**config.mk**
```make
export PLATFORM = sky130hd
export DESIGN_NAME = jk_button_sequencer
export DESIGN_NICKNAME = d
export VERILOG_FILES = /design/src/rtl/jk_seq_pkg.sv /design/src/rtl/btn_debounce.sv /design/src/rtl/jk_button_sequencer.sv
export SDC_FILE = /design/constraint.sdc
export NUM_CORES = 1
export LEC_CHECK = 0
export BUFFER_PORTS_ARGS = -buffer_cell sky130_fd_sc_hd__buf_2
export CAP_MARGIN = 20
export CELL_PAD_IN_SITES_DETAIL_PLACEMENT = 1
export CELL_PAD_IN_SITES_GLOBAL_PLACEMENT = 1
export CORE_MARGIN = 4
export CORE_UTILIZATION = 25
export CTS_CLUSTER_SIZE = 10
export DETAILED_ROUTE_END_ITERATION = 6
export GPL_TIMING_DRIVEN = 0
export MAX_ROUTING_LAYER = met4
export PLACE_DENSITY_LB_ADDON = 0.1
export SLEW_MARGIN = 25
export SYNTH_ARGS = -nofsm -noshare
export SYNTH_HDL_FRONTEND = slang
export SYNTH_SLANG_ARGS = --single-unit
```
**constraint.sdc**
```tcl
create_clock -name CLK -period 4.45 [get_ports CLK]
set_clock_uncertainty 0.15 [all_clocks]
set_input_delay 0.89 -clock CLK [delete_from_list [all_inputs] [get_ports CLK]]
set_output_delay 0.89 -clock CLK [all_outputs]
set_load 0.005 [all_outputs]
```
**src/rtl/jk_seq_pkg.sv**
```systemverilog
// Shared types for the JK push-button command sequencer: FSM states,
// internal command encoding and the decode from a command to the four
// flip-flop command lines.
package jk_seq_pkg;

    // Pairing FSM: either idle or holding a lone J/K press for its partner.
    typedef enum logic {
        IDLE      = 1'b0,
        WAIT_PAIR = 1'b1
    } state_e;

    // Internal command encoding carried between decision and output stage.
    typedef logic [2:0] cmd_t;

    localparam cmd_t CMD_NONE = 3'd0;
    localparam cmd_t CMD_J    = 3'd1;
    localparam cmd_t CMD_K    = 3'd2;
    localparam cmd_t CMD_JK   = 3'd3;
    localparam cmd_t CMD_R    = 3'd4;
    localparam cmd_t CMD_S    = 3'd5;

    // One bit per flip-flop command input.
    typedef struct packed {
        logic j;
        logic k;
        logic r;
        logic s;
    } cmd_lines_t;

    // Expand an encoded command onto the flip-flop command lines.
    function automatic cmd_lines_t cmd_lines(input cmd_t cmd);
        cmd_lines_t lines;
        lines = '0;
        case (cmd)
            CMD_J:   lines.j = 1'b1;
            CMD_K:   lines.k = 1'b1;
            CMD_JK:  begin
                lines.j = 1'b1;
                lines.k = 1'b1;
            end
            CMD_R:   lines.r = 1'b1;
            CMD_S:   lines.s = 1'b1;
            default: lines = '0;
        endcase
        return lines;
    endfunction

endpackage

```
**src/rtl/btn_debounce.sv**
```systemverilog
// One push-button front end: two-flop synchroniser, counting debouncer
// and a single-cycle pulse on each debounced press (release is silent).
module btn_debounce #(
    parameter int unsigned DEB_CYCLES = 16
) (
    input  logic clk_i,
    input  logic rst_i,
    input  logic btn_i,
    output logic press_o
);

    localparam int unsigned CNT_W = (DEB_CYCLES > 2) ? $clog2(DEB_CYCLES) : 1;

    logic             sync1_q;
    logic             sync2_q;
    logic             stable_q;
    logic             stable_dly_q;
    logic             pulse_q;
    logic [CNT_W-1:0] cnt_q;

    // Synchronise, require DEB_CYCLES consecutive differing samples before
    // accepting a new level, then flag the 0->1 transition of that level.
    always_ff @(posedge clk_i) begin
        if (rst_i) begin
            sync1_q      <= 1'b0;
            sync2_q      <= 1'b0;
            stable_q     <= 1'b0;
            stable_dly_q <= 1'b0;
            pulse_q      <= 1'b0;
            cnt_q        <= '0;
        end else begin
            sync1_q <= btn_i;
            sync2_q <= sync1_q;

            if (sync2_q == stable_q) begin
                cnt_q <= '0;
            end else if (cnt_q == CNT_W'(DEB_CYCLES - 1)) begin
                stable_q <= sync2_q;
                cnt_q    <= '0;
            end else begin
                cnt_q <= cnt_q + CNT_W'(1);
            end

            stable_dly_q <= stable_q;
            pulse_q      <= stable_q & ~stable_dly_q;
        end
    end

    assign press_o = pulse_q;

endmodule

```
**src/rtl/jk_button_sequencer.sv**
```systemverilog
// Turns four raw push-buttons into one-cycle J/K/R/S commands for the JK
// flip-flop. A J and a K press close together merge into one toggle
// (J=K=1); R beats S beats J/K; a running count of command cycles is kept.
module jk_button_sequencer
    import jk_seq_pkg::*;
#(
    parameter int unsigned DEB_CYCLES = 16,
    parameter int unsigned PAIR_WIN   = 8,
    parameter int unsigned CNT_W      = 8
) (
    input  logic             CLK,
    input  logic             R,
    input  logic             BTN_J,
    input  logic             BTN_K,
    input  logic             BTN_R,
    input  logic             BTN_S,
    output logic             J_OUT,
    output logic             K_OUT,
    output logic             R_OUT,
    output logic             S_OUT,
    output logic [CNT_W-1:0] CMD_CNT,
    output logic             BUSY
);

    localparam int unsigned TMR_W = (PAIR_WIN > 1) ? $clog2(PAIR_WIN) : 1;

    logic press_j;
    logic press_k;
    logic press_r;
    logic press_s;

    btn_debounce #(.DEB_CYCLES(DEB_CYCLES)) u_deb_j (
        .clk_i   (CLK),
        .rst_i   (R),
        .btn_i   (BTN_J),
        .press_o (press_j)
    );

    btn_debounce #(.DEB_CYCLES(DEB_CYCLES)) u_deb_k (
        .clk_i   (CLK),
        .rst_i   (R),
        .btn_i   (BTN_K),
        .press_o (press_k)
    );

    btn_debounce #(.DEB_CYCLES(DEB_CYCLES)) u_deb_r (
        .clk_i   (CLK),
        .rst_i   (R),
        .btn_i   (BTN_R),
        .press_o (press_r)
    );

    btn_debounce #(.DEB_CYCLES(DEB_CYCLES)) u_deb_s (
        .clk_i   (CLK),
        .rst_i   (R),
        .btn_i   (BTN_S),
        .press_o (press_s)
    );

    state_e             state_q;
    state_e             state_d;
    cmd_t               pend_q;
    cmd_t               pend_d;
    logic [TMR_W-1:0]   timer_q;
    logic [TMR_W-1:0]   timer_d;
    cmd_t               cmd_d;
    cmd_lines_t         lines_q;
    logic               busy_q;
    logic [CNT_W-1:0]   cnt_q;
    logic               partner_c;

    // The press that completes the pending one: K completes J, J completes K.
    assign partner_c = (pend_q == CMD_J) ? press_k : press_j;

    // Per-cycle decision: at most one command, R > S > J/K pairing.
    always_comb begin
        state_d = state_q;
        pend_d  = pend_q;
        timer_d = timer_q;
        cmd_d   = CMD_NONE;

        case (state_q)
            IDLE: begin
                if (press_r) begin
                    cmd_d = CMD_R;
                end else if (press_s) begin
                    cmd_d = CMD_S;
                end else if (press_j && press_k) begin
                    cmd_d = CMD_JK;
                end else if (press_j || press_k) begin
                    pend_d  = press_j ? CMD_J : CMD_K;
                    timer_d = TMR_W'(PAIR_WIN - 1);
                    state_d = WAIT_PAIR;
                end
            end

            WAIT_PAIR: begin
                if (press_r) begin
                    cmd_d   = CMD_R;
                    pend_d  = CMD_NONE;
                    state_d = IDLE;
                end else if (press_s) begin
                    cmd_d   = CMD_S;
                    pend_d  = CMD_NONE;
                    state_d = IDLE;
                end else if (partner_c) begin
                    cmd_d   = CMD_JK;
                    pend_d  = CMD_NONE;
                    state_d = IDLE;
                end else if (timer_q == '0) begin
                    // A repeated same-letter press falls through to here and
                    // does not restart the window.
                    cmd_d   = pend_q;
                    pend_d  = CMD_NONE;
                    state_d = IDLE;
                end else begin
                    timer_d = timer_q - TMR_W'(1);
                end
            end

            default: begin
                pend_d  = CMD_NONE;
                timer_d = '0;
                state_d = IDLE;
            end
        endcase
    end

    // FSM, pair timer, registered command lines, BUSY and command counter.
    always_ff @(posedge CLK) begin
        if (R) begin
            state_q <= IDLE;
            pend_q  <= CMD_NONE;
            timer_q <= '0;
            lines_q <= '0;
            busy_q  <= 1'b0;
            cnt_q   <= '0;
        end else begin
            state_q <= state_d;
            pend_q  <= pend_d;
            timer_q <= timer_d;
            lines_q <= cmd_lines(cmd_d);
            busy_q  <= (state_d == WAIT_PAIR);
            if (cmd_d != CMD_NONE) begin
                cnt_q <= cnt_q + CNT_W'(1);
            end
        end
    end

    assign J_OUT   = lines_q.j;
    assign K_OUT   = lines_q.k;
    assign R_OUT   = lines_q.r;
    assign S_OUT   = lines_q.s;
    assign BUSY    = busy_q;
    assign CMD_CNT = cnt_q;

endmodule

```
Yosys cells after proc, flatten, opt, wreduce, memory -nomap -nowiden
Cells that the tools add are included.
- register bits: 55
- output and inout port bits: 13
- word-level logic and storage cells: 131
- input bits: 6
- add/subtract/negate cells: 6
- equal/unequal tests: 23
- muxes and demuxes: 41
- reduce and logical (&&, ||, !) cells: 16
- bitwise operators: 13
- operators with widths (operator ; number):
    2-to-1 mux 3 bit ; 22
    one-hot mux 3 bit (2 select lines) ; 3
    adder 4 x 1 -> 4 bit (second input constant) ; 4
    equality test 4 bit (second input constant) ; 4
    inequality test 2 bit (second input constant) ; 8
    2-to-1 mux 1 bit ; 13
    OR reduction 3 bit ; 4
    NOT 1 bit ; 9
    adder 8 x 1 -> 8 bit (second input constant) ; 1
    AND reduction 2 bit ; 4
    AND reduction 8 bit ; 1
    equality test 3 x 1 -> 1 bit (second input constant) ; 2
    equality test 3 x 2 -> 1 bit (second input constant) ; 2
    equality test 3 bit (second input constant) ; 2
    inequality test 5 x 1 -> 1 bit (second input constant) ; 1
    AND reduction 5 bit ; 1
    bitwise AND 1 bit ; 4
    equality test 1 bit ; 4
    2-to-1 mux 2 bit ; 2
    OR reduction 2 bit ; 2
    logical NOT 3 bit ; 1
    nonzero test 3 bit ; 1
    subtractor 3 x 1 -> 3 bit (second input constant) ; 1
    one-hot mux 1 bit (2 select lines) ; 1
    other kinds (2) ; 2

Logic depth before layout (Yosys ltp)
Gate-level depths: netlist of run 1.
- word-level depth: 9
- gate-level depth with buffers: 9

By module
Synthesis of run 1 repeated with hierarchy kept, for this count alone.
- cell total of the unflattened synthesis: 209
- area, all modules: 2115.8 um^2
- by module, submodules not included (module ; times used ; area each (um^2) ; cells each ; sequential area each (um^2)):
    btn_debounce ; 4 ; 304.0 ; 27 ; 180.2
    jk_button_sequencer ; 1 ; 899.6 ; 101 ; 360.3

Worst setup path before layout of run 1
OpenSTA, ideal clock, no wires.
- path type: register to register
- from: reg timer_q[0]
- to: reg cnt_q[1] (netlist: CMD_CNT[1])
- data arrival time: 1557 ps
- cell stages (with the launch flop): 10
- library setup time: 128 ps
- path slack: 2615 ps
- period minus slack after synthesis: 1835 ps
- cells stage by stage: dfxtp_1 -> inv_1 -> ha_1 -> and2b_2 -> a21oi_1 -> a31oi_4 -> nor2_2 -> buf_6 -> mux2i_1 -> nor2_1
- longest elaborated chain between the ends: 7
- ends and longest elaborated chain (item ; RTL line ; RTL):
    from (decl) ; jk_button_sequencer.sv:64 ; logic [TMR_W-1:0] timer_q;
    from (signal assigned) ; jk_button_sequencer.sv:141 ; timer_q <= timer_d;
    logical NOT 3 bit ; jk_button_sequencer.sv:110 ; end else if (timer_q == '0) begin
    2-to-1 mux 3 bit ; jk_button_sequencer.sv:110 ;
    2-to-1 mux 3 bit ; jk_button_sequencer.sv:106 ; end else if (partner_c) begin
    2-to-1 mux 3 bit ; jk_button_sequencer.sv:102 ; end else if (press_s) begin
    2-to-1 mux 3 bit ; jk_button_sequencer.sv:98 ; if (press_r) begin
    one-hot mux 3 bit (2 select lines) ; jk_button_sequencer.sv:82 ; case (state_q)
    nonzero test 3 bit ; jk_button_sequencer.sv:144 ; if (cmd_d != CMD_NONE) begin
    to (signal assigned) ; jk_button_sequencer.sv:145 ; cnt_q <= cnt_q + CNT_W'(1);
    to (decl) ; jk_button_sequencer.sv:69 ; logic [CNT_W-1:0] cnt_q;
Every way passes these cells.
A chain may end at the register's enable or synchronous reset.

Worst setup path after layout of run 1
Same ends and word-level chain as after synthesis.

==> impl_metrics.env, run 1 <==
export IMPL_outcome="finished, final reports clean"
export IMPL_hold_violations=0
export IMPL_total_switching_power_w=0.000161
export IMPL_power_leakage_nw=0.947
export IMPL_grt_max_degree=16
export IMPL_floorplan_rows=32
export IMPL_finish_instance_area_um2=2410
export IMPL_timing_final_crit_share_pct=45.3
export IMPL_path_cells="inv_1, ha_1, and2b_2, a21oi_1, a31oi_4, nor2_2, buf_6, mux2i_1, nor2_1"
export IMPL_cts_setup_buffers=0
export IMPL_synth_yosys_seq_area_share_pct=52.0
export IMPL_globalplace_congestion=0.665
export IMPL_globalRouteTotalUtil_pct=8.62
export IMPL_synth_cells=215
export IMPL_placed_area_um2=2290
export IMPL_areaGrowthSynthToFinish_pct=15.9
export IMPL_post_route_drc_count=0
export IMPL_post_route_worst_setup_slack_ps=2430
export IMPL_worst_path_max_fanout=10
export IMPL_multi_input_comb_area_um2=920
export IMPL_via_count_normalized_by_instance_count=4.30
export IMPL_via_count=1472
export IMPL_die_w_um=99.2
export IMPL_clk_pin_slew_worst_paths_ps=90
export IMPL_ys_async_sr_fraction_pct=0
export IMPL_hold_ws_ps=234
export IMPL_fp_dieH_um=99.2
export IMPL_grt_setup_unrepaired="false"
export IMPL_max_slew_margin_rel_pct=61.9
export IMPL_critical_path_top_delay_family="simple AND/OR/NAND/NOR gates"
export IMPL_min_path_type="register to register"
export IMPL_route_antenna_remaining_nets=0
export IMPL_synthesis_area_per_instance_um2=9.66
export IMPL_design_final_nets=255
export IMPL_initial_utilization_pct=26.3
export IMPL_timing_final_setup_violations=0
export IMPL_switching_share_pct=19.3
export IMPL_yosys_register_bits=54
export IMPL_worstMarginPinSlew_ps=572
export IMPL_first_global_vias=1487
export IMPL_clk_insertion_delay_late_ps=300
export IMPL_num_io_pins=19
export IMPL_postCtsHoldBufs=0
export IMPL_critPathRequiredTime_ps=4470
export IMPL_nFillCells=938
export IMPL_dp_hpwl_um=2860
export IMPL_grt_first_pass_wirelength_um=6750
export IMPL_ctsLongestPathBuffers=2
export IMPL_synth_warning_count=0
export IMPL_setup_worst_path_end_class="register"
export IMPL_synth_flop_cell="sky130_fd_sc_hd__dfxtp_1"
export IMPL_final_critical_path_required_period_ps=2020
export IMPL_post_cts_resized_instances=0
export IMPL_finalWirelength_um=3860
export IMPL_fp_dieArea_um2=9830
export IMPL_number_of_buffers_created_by_cts=5
export IMPL_post_route_cells_drive_above_1_share_pct=13.3
export IMPL_critical_path_class="register to register"
export IMPL_worst_path_largest_cell_delay_ps=360
export IMPL_p_comb_share_pct=1.9
export IMPL_worst_endpoint_arrival_ps=2030
export IMPL_crit_path_top_delay_cell="sky130_fd_sc_hd__dfxtp_1"
export IMPL_powerDensity_nw_per_um2=346
export IMPL_timing_critical_path_buf_inv=2
export IMPL_synth_edff_count=0
export IMPL_portBuffers=18
export IMPL_cellInternalPower_w=0.000673
export IMPL_clk_pwr_share_pct=39.5
export IMPL_first_iter_violations=20
export IMPL_synth_cell_area_um2=2080
export IMPL_max_vdd_ir_drop_mv=0.138
export IMPL_dp_worst_setup_slack_ps=2160
export IMPL_clock_fmax_mhz=496
export IMPL_core_area_um2=7890
export IMPL_tritoncts_clock_tree="yes"
export IMPL_tritoncts_sink_count=54
export IMPL_layout_area_seq_um2=1080
export IMPL_cts_root_buf="sky130_fd_sc_hd__clkbuf_8"
export IMPL_final_core_utilization_pct=30.5
export IMPL_max_cap_viol_count=0
export IMPL_num_antenna_cells=0
export IMPL_critical_path_startpoint_type="register"
export IMPL_cts_htree_levels=2
export IMPL_wl_per_cell_um=11.3
export IMPL_slew_viol_final=0
export IMPL_detail_route_first_pass_iterations=4
export IMPL_finalSetupTns_ps=0
export IMPL_postSynthNetCount=230
export IMPL_initial_antenna_violation_count=0
export IMPL_synth_cell_type_count=32
export IMPL_seq_power_share_pct=58.7
export IMPL_overflow=0
[synth_stat cells, types with 2 or more instances]
cell type                   n  share of area, %
sky130_fd_sc_hd__nand2_1    4              0.72
sky130_fd_sc_hd__nor2b_1   18               5.4
sky130_fd_sc_hd__o21ai_0    9               2.2
sky130_fd_sc_hd__a21oi_1   10               2.4
sky130_fd_sc_hd__nand3_1   12               2.9
sky130_fd_sc_hd__or3_1      9               2.7
sky130_fd_sc_hd__xor2_1     7               3.0
sky130_fd_sc_hd__nor2_1    29               5.2
sky130_fd_sc_hd__clkbuf_1   3              0.54
sky130_fd_sc_hd__inv_1     10               1.8
sky130_fd_sc_hd__xnor2_1    8               3.4
sky130_fd_sc_hd__mux2i_1    5               2.4
sky130_fd_sc_hd__nor3_1     3              0.72
sky130_fd_sc_hd__a22oi_1    2              0.72
sky130_fd_sc_hd__nor3b_1    2              0.72
sky130_fd_sc_hd__and3_1     7               2.1
sky130_fd_sc_hd__dfxtp_1   54                52
sky130_fd_sc_hd__ha_1       9               5.4
[state kept, by name, summed over array words and instances (netlist names), 2 cells and up]
name and flops:
u_deb_k.cnt_q 4, u_deb_r.cnt_q 4, u_deb_s.cnt_q 4, pend_q 2, u_deb_j.cnt_q 4, CMD_CNT 8
timer_q 3
[layout by cell type (no fill, tap or decap), types with 7 or more instances in the layout]
cell and instances:
sky130_fd_sc_hd__ha_1 9, sky130_fd_sc_hd__buf_2 19, sky130_fd_sc_hd__and3_1 7, sky130_fd_sc_hd__nor2_1 29, sky130_fd_sc_hd__nand3_1 12, sky130_fd_sc_hd__xor2_1 7, sky130_fd_sc_hd__inv_1 10, sky130_fd_sc_hd__xnor2_1 8
sky130_fd_sc_hd__or3_1 9, sky130_fd_sc_hd__o21ai_0 9, sky130_fd_sc_hd__dfxtp_1 54, sky130_fd_sc_hd__nor2b_1 18, sky130_fd_sc_hd__a21oi_1 10
[cell type report]
type	count	share of cell area, %
plain buffers	7	1.61
multi-input cells	144	38.2
clock buffers	6	3.43
well taps	102	5.30
repair buffers	18	3.74
flip-flops and latches	54	44.9
clock inverters	1	1.25
inverters	10	1.56
[kinds of logic after synthesis]
group           count (synthesis)  share of synthesized area (%)
xor+xnor                       15                           6.33
fa+ha+maj                       9                           5.42
buf+inv                        17                           3.67
mux                             5                           2.41
simple gates                   89                           22.3
flops                          54                           52.0
compound gates                 26                           7.77
[layer usage]
layer / share of wire, % / GRT usage [%]
met5: 0 / -
met4: 0.60 / 2.52
met3: 4.5 / 2.45
met2: 46 / 13.9
met1: 49 / 10.5
[worst reg2reg max path, stage by stage (launching register included)]
cell	delay, ps
sky130_fd_sc_hd__dfxtp_1	360
sky130_fd_sc_hd__inv_1	70
sky130_fd_sc_hd__ha_1	190
sky130_fd_sc_hd__and2b_2	230
sky130_fd_sc_hd__a21oi_1	240
sky130_fd_sc_hd__a31oi_4	120
sky130_fd_sc_hd__nor2_2	150
sky130_fd_sc_hd__buf_6	160
sky130_fd_sc_hd__mux2i_1	180
sky130_fd_sc_hd__nor2_1	50
[worst paths after layout]
check,from,to,slack (ps),cells after the start
max,timer_q[0]$_SDFFE_PP0P_,CMD_CNT[1]$_SDFFE_PP0P_,2430,9
min,u_deb_j.stable_dly_q$_SDFF_PP0_,u_deb_j.press_o$_SDFF_PP0_,230,1
max reg2reg,timer_q[0]$_SDFFE_PP0P_,CMD_CNT[1]$_SDFFE_PP0P_,2430,9
min reg2reg,u_deb_j.stable_dly_q$_SDFF_PP0_,u_deb_j.press_o$_SDFF_PP0_,230,1
[through the flow]
step | power, W | cells
5_1_grt | 0.000876 | 342
4_1_cts | 0.000854 | 342
6_report | 0.000834 | 342
3_3_place_gp | 0.000517 | 335
3_5_place_dp | 0.000517 | 335
2_1_floorplan | 0.000510 | 215
[power groups by stage]
stage / combinational [W] / sequential (W) / clock (W)
2_1_floorplan: 0.00000982 / 0.000500 / 0
3_3_place_gp: 0.0000162 / 0.000501 / 0
3_5_place_dp: 0.0000163 / 0.000501 / 0
4_1_cts: 0.0000163 / 0.000489 / 0.000348
5_1_grt: 0.0000182 / 0.000490 / 0.000368
6_report: 0.0000155 / 0.000489 / 0.000329
Power figures use the tool's default switching activity.
==> inputs of run 2 (changes only) <==
==> constraint.sdc (replaced) <==
create_clock -name CLK -period 1.74 [get_ports CLK]
set_clock_uncertainty 0.15 [all_clocks]
set_input_delay 0.348 -clock CLK [delete_from_list [all_inputs] [get_ports CLK]]
set_output_delay 0.348 -clock CLK [all_outputs]
set_load 0.005 [all_outputs]
==> impl_metrics.env, run 2 (synthesis results as in run 1) <==
export IMPL_clock_fmax_mhz=529
export IMPL_timing_critical_path_buf_inv=3
export IMPL_first_iter_violations=23
export IMPL_num_antenna_cells=0
export IMPL_route_antenna_remaining_nets=0
export IMPL_multi_input_comb_area_um2=1010
export IMPL_final_critical_path_required_period_ps=1890
export IMPL_grt_first_pass_wirelength_um=7060
export IMPL_post_route_drc_count=0
export IMPL_timing_final_setup_violations=11
export IMPL_dp_hpwl_um=2820
export IMPL_design_final_nets=268
export IMPL_power_leakage_nw=1.02
export IMPL_fp_dieArea_um2=9830
export IMPL_post_route_cells_drive_above_1_share_pct=26.4
export IMPL_ctsLongestPathBuffers=2
export IMPL_max_slew_margin_rel_pct=60.2
export IMPL_finalSetupTns_ps=-1050
export IMPL_final_core_utilization_pct=32.8
export IMPL_wl_per_cell_um=11.4
export IMPL_critical_path_startpoint_type="register"
export IMPL_largest_register_ffs=8
export IMPL_min_path_type="input pin to register"
export IMPL_max_vdd_ir_drop_mv=0.293
export IMPL_finalWirelength_um=4080
export IMPL_clk_insertion_delay_late_ps=310
export IMPL_outcome="finished, violations left"
export IMPL_floorplan_rows=32
export IMPL_core_area_um2=7890
export IMPL_slew_viol_final=0
export IMPL_grt_setup_unrepaired="true"
export IMPL_critical_path_top_delay_family="simple AND/OR/NAND/NOR gates"
export IMPL_post_route_worst_setup_slack_ps=-151
export IMPL_via_count_normalized_by_instance_count=4.30
export IMPL_max_cap_viol_count=0
export IMPL_hold_violations=0
export IMPL_areaGrowthSynthToFinish_pct=24.5
export IMPL_timing_final_crit_share_pct=109
export IMPL_tritoncts_sink_count=54
export IMPL_most_common_layout_cells="48 x sky130_fd_sc_hd__dfxtp_1, 28 x sky130_fd_sc_hd__nor2_1, 18 x sky130_fd_sc_hd__nor2b_1, 18 x sky130_fd_sc_hd__buf_2, 12 x sky130_fd_sc_hd__buf_4"
export IMPL_worst_path_max_fanout=3
export IMPL_layout_area_seq_um2=1090
export IMPL_powerDensity_nw_per_um2=769
export IMPL_failed_checks="setup timing"
export IMPL_via_count=1530
export IMPL_critical_path_class="register to register"
export IMPL_initial_utilization_pct=26.3
export IMPL_crit_path_top_delay_cell="sky130_fd_sc_hd__dfxtp_2"
export IMPL_overflow=0
export IMPL_portBuffers=18
export IMPL_fp_dieH_um=99.2
export IMPL_detail_route_first_pass_iterations=4
export IMPL_globalRouteTotalUtil_pct=9.27
export IMPL_critPathRequiredTime_ps=1760
export IMPL_grt_max_degree=17
export IMPL_num_io_pins=19
export IMPL_globalplace_congestion=0.693
export IMPL_layout_cells_most_common="sky130_fd_sc_hd__dfxtp_1"
export IMPL_initial_antenna_violation_count=0
export IMPL_setup_worst_path_end_class="register"
export IMPL_clk_pin_slew_worst_paths_ps=90
export IMPL_worst_path_largest_cell_delay_ps=350
export IMPL_number_of_buffers_created_by_cts=5
export IMPL_path_cells="inv_2, ha_4, and2b_2, buf_4, buf_6, nor2_4, and3_4, nand2_2, xor2_1, a21oi_1"
export IMPL_worst_endpoint_arrival_ps=1910
export IMPL_cts_htree_levels=2
export IMPL_tritoncts_clock_tree="yes"
export IMPL_nFillCells=919
export IMPL_first_global_vias=1549
export IMPL_die_w_um=99.2
export IMPL_cts_root_buf="sky130_fd_sc_hd__clkbuf_8"
export IMPL_worstMarginPinSlew_ps=598
==> run 2: cell count changes in the layout (fill, tap and decap cells not counted), moves of 2 or more <==
cell / change
sky130_fd_sc_hd__nor3_1: -2
sky130_fd_sc_hd__nor3_2: +2
sky130_fd_sc_hd__nand2_1: -2
sky130_fd_sc_hd__a21oi_1: -2
sky130_fd_sc_hd__buf_4: +11
sky130_fd_sc_hd__buf_6: +2
sky130_fd_sc_hd__nor2_4: +2
sky130_fd_sc_hd__nand2_2: +2
sky130_fd_sc_hd__inv_2: +2
sky130_fd_sc_hd__dfxtp_2: +5
sky130_fd_sc_hd__inv_1: -2
sky130_fd_sc_hd__dfxtp_1: -6
==> run 2: report_power, final <==
group / total [W] / switching [W] / internal [W]
clock: 0.000698 / 0.000413 / 0.000285
sequential: 0.00125 / 0.00000534 / 0.00124
combinational: 0.0000397 / 0.0000244 / 0.0000153
total: 0.00199 / 0.000443 / 0.00155
==> run 2: worst paths after layout <==
kind / to / start / slack, ps / cells after the start
max reg2reg: timer_q[2]$_SDFFE_PP0P_ / timer_q[1]$_SDFFE_PP0P_ / -150 / 10
min: u_deb_s.sync1_q$_SDFF_PP0_ / BTN_S / 100 / 2
min reg2reg: u_deb_s.press_o$_SDFF_PP0_ / u_deb_s.stable_dly_q$_SDFF_PP0_ / 230 / 1
max: timer_q[2]$_SDFFE_PP0P_ / timer_q[1]$_SDFFE_PP0P_ / -150 / 10
==> run 2: timing repair <==
action                     4_1_cts  5_1_grt
setup endpoints to repair        9       14
resized for setup               18       12
pin swaps                       18        9
cloned                           0        0
buffers inserted                 9        4
hold buffers                     0        0
==> run 2: layout make-up <==
type,instances,area share [%]
clock inverter,2,0.532
buffer,7,1.60
timing repair buffer,31,7.55
clock buffer,6,2.81
multi-input combinational,144,38.9
inverter,10,1.45
sequential,54,42.2
tap,102,4.93
==> run 2: worst register-to-register path, cell delays in order, from the launching register on <==
cell and delay (ps):
sky130_fd_sc_hd__dfxtp_2 350, sky130_fd_sc_hd__inv_2 50, sky130_fd_sc_hd__ha_4 140, sky130_fd_sc_hd__and2b_2 230, sky130_fd_sc_hd__buf_4 150, sky130_fd_sc_hd__buf_6 110, sky130_fd_sc_hd__nor2_4 90, sky130_fd_sc_hd__and3_4 200
sky130_fd_sc_hd__nand2_2 50, sky130_fd_sc_hd__xor2_1 150, sky130_fd_sc_hd__a21oi_1 80
==> run 2: metrics by stage <==
| stage | hold WS (ps) | setup slack (ps) | std cells | total power, W | area (um2) |
|---|---|---|---|---|---|
| CTS | 90.5 | -176 | 352 | 0.00204 | 2510 |
| finish | 98.5 | -151 | 356 | 0.00199 | 2590 |
| global route | 91.9 | -260 | 356 | 0.00209 | 2590 |
| floorplan | 217 | 0.975 | 215 | 0.00130 | 2080 |
| global placement | 222 | -199 | 335 | 0.00132 | 2300 |
| detailed placement | 225 | -226 | 335 | 0.00132 | 2300 |
==> run 2: routing by layer <==
metal	wire length [um]	global-route usage (%)
met1	1910	11.3
met2	1880	14.2
met3	232	2.88
met4	48	3.89
met5	0	-
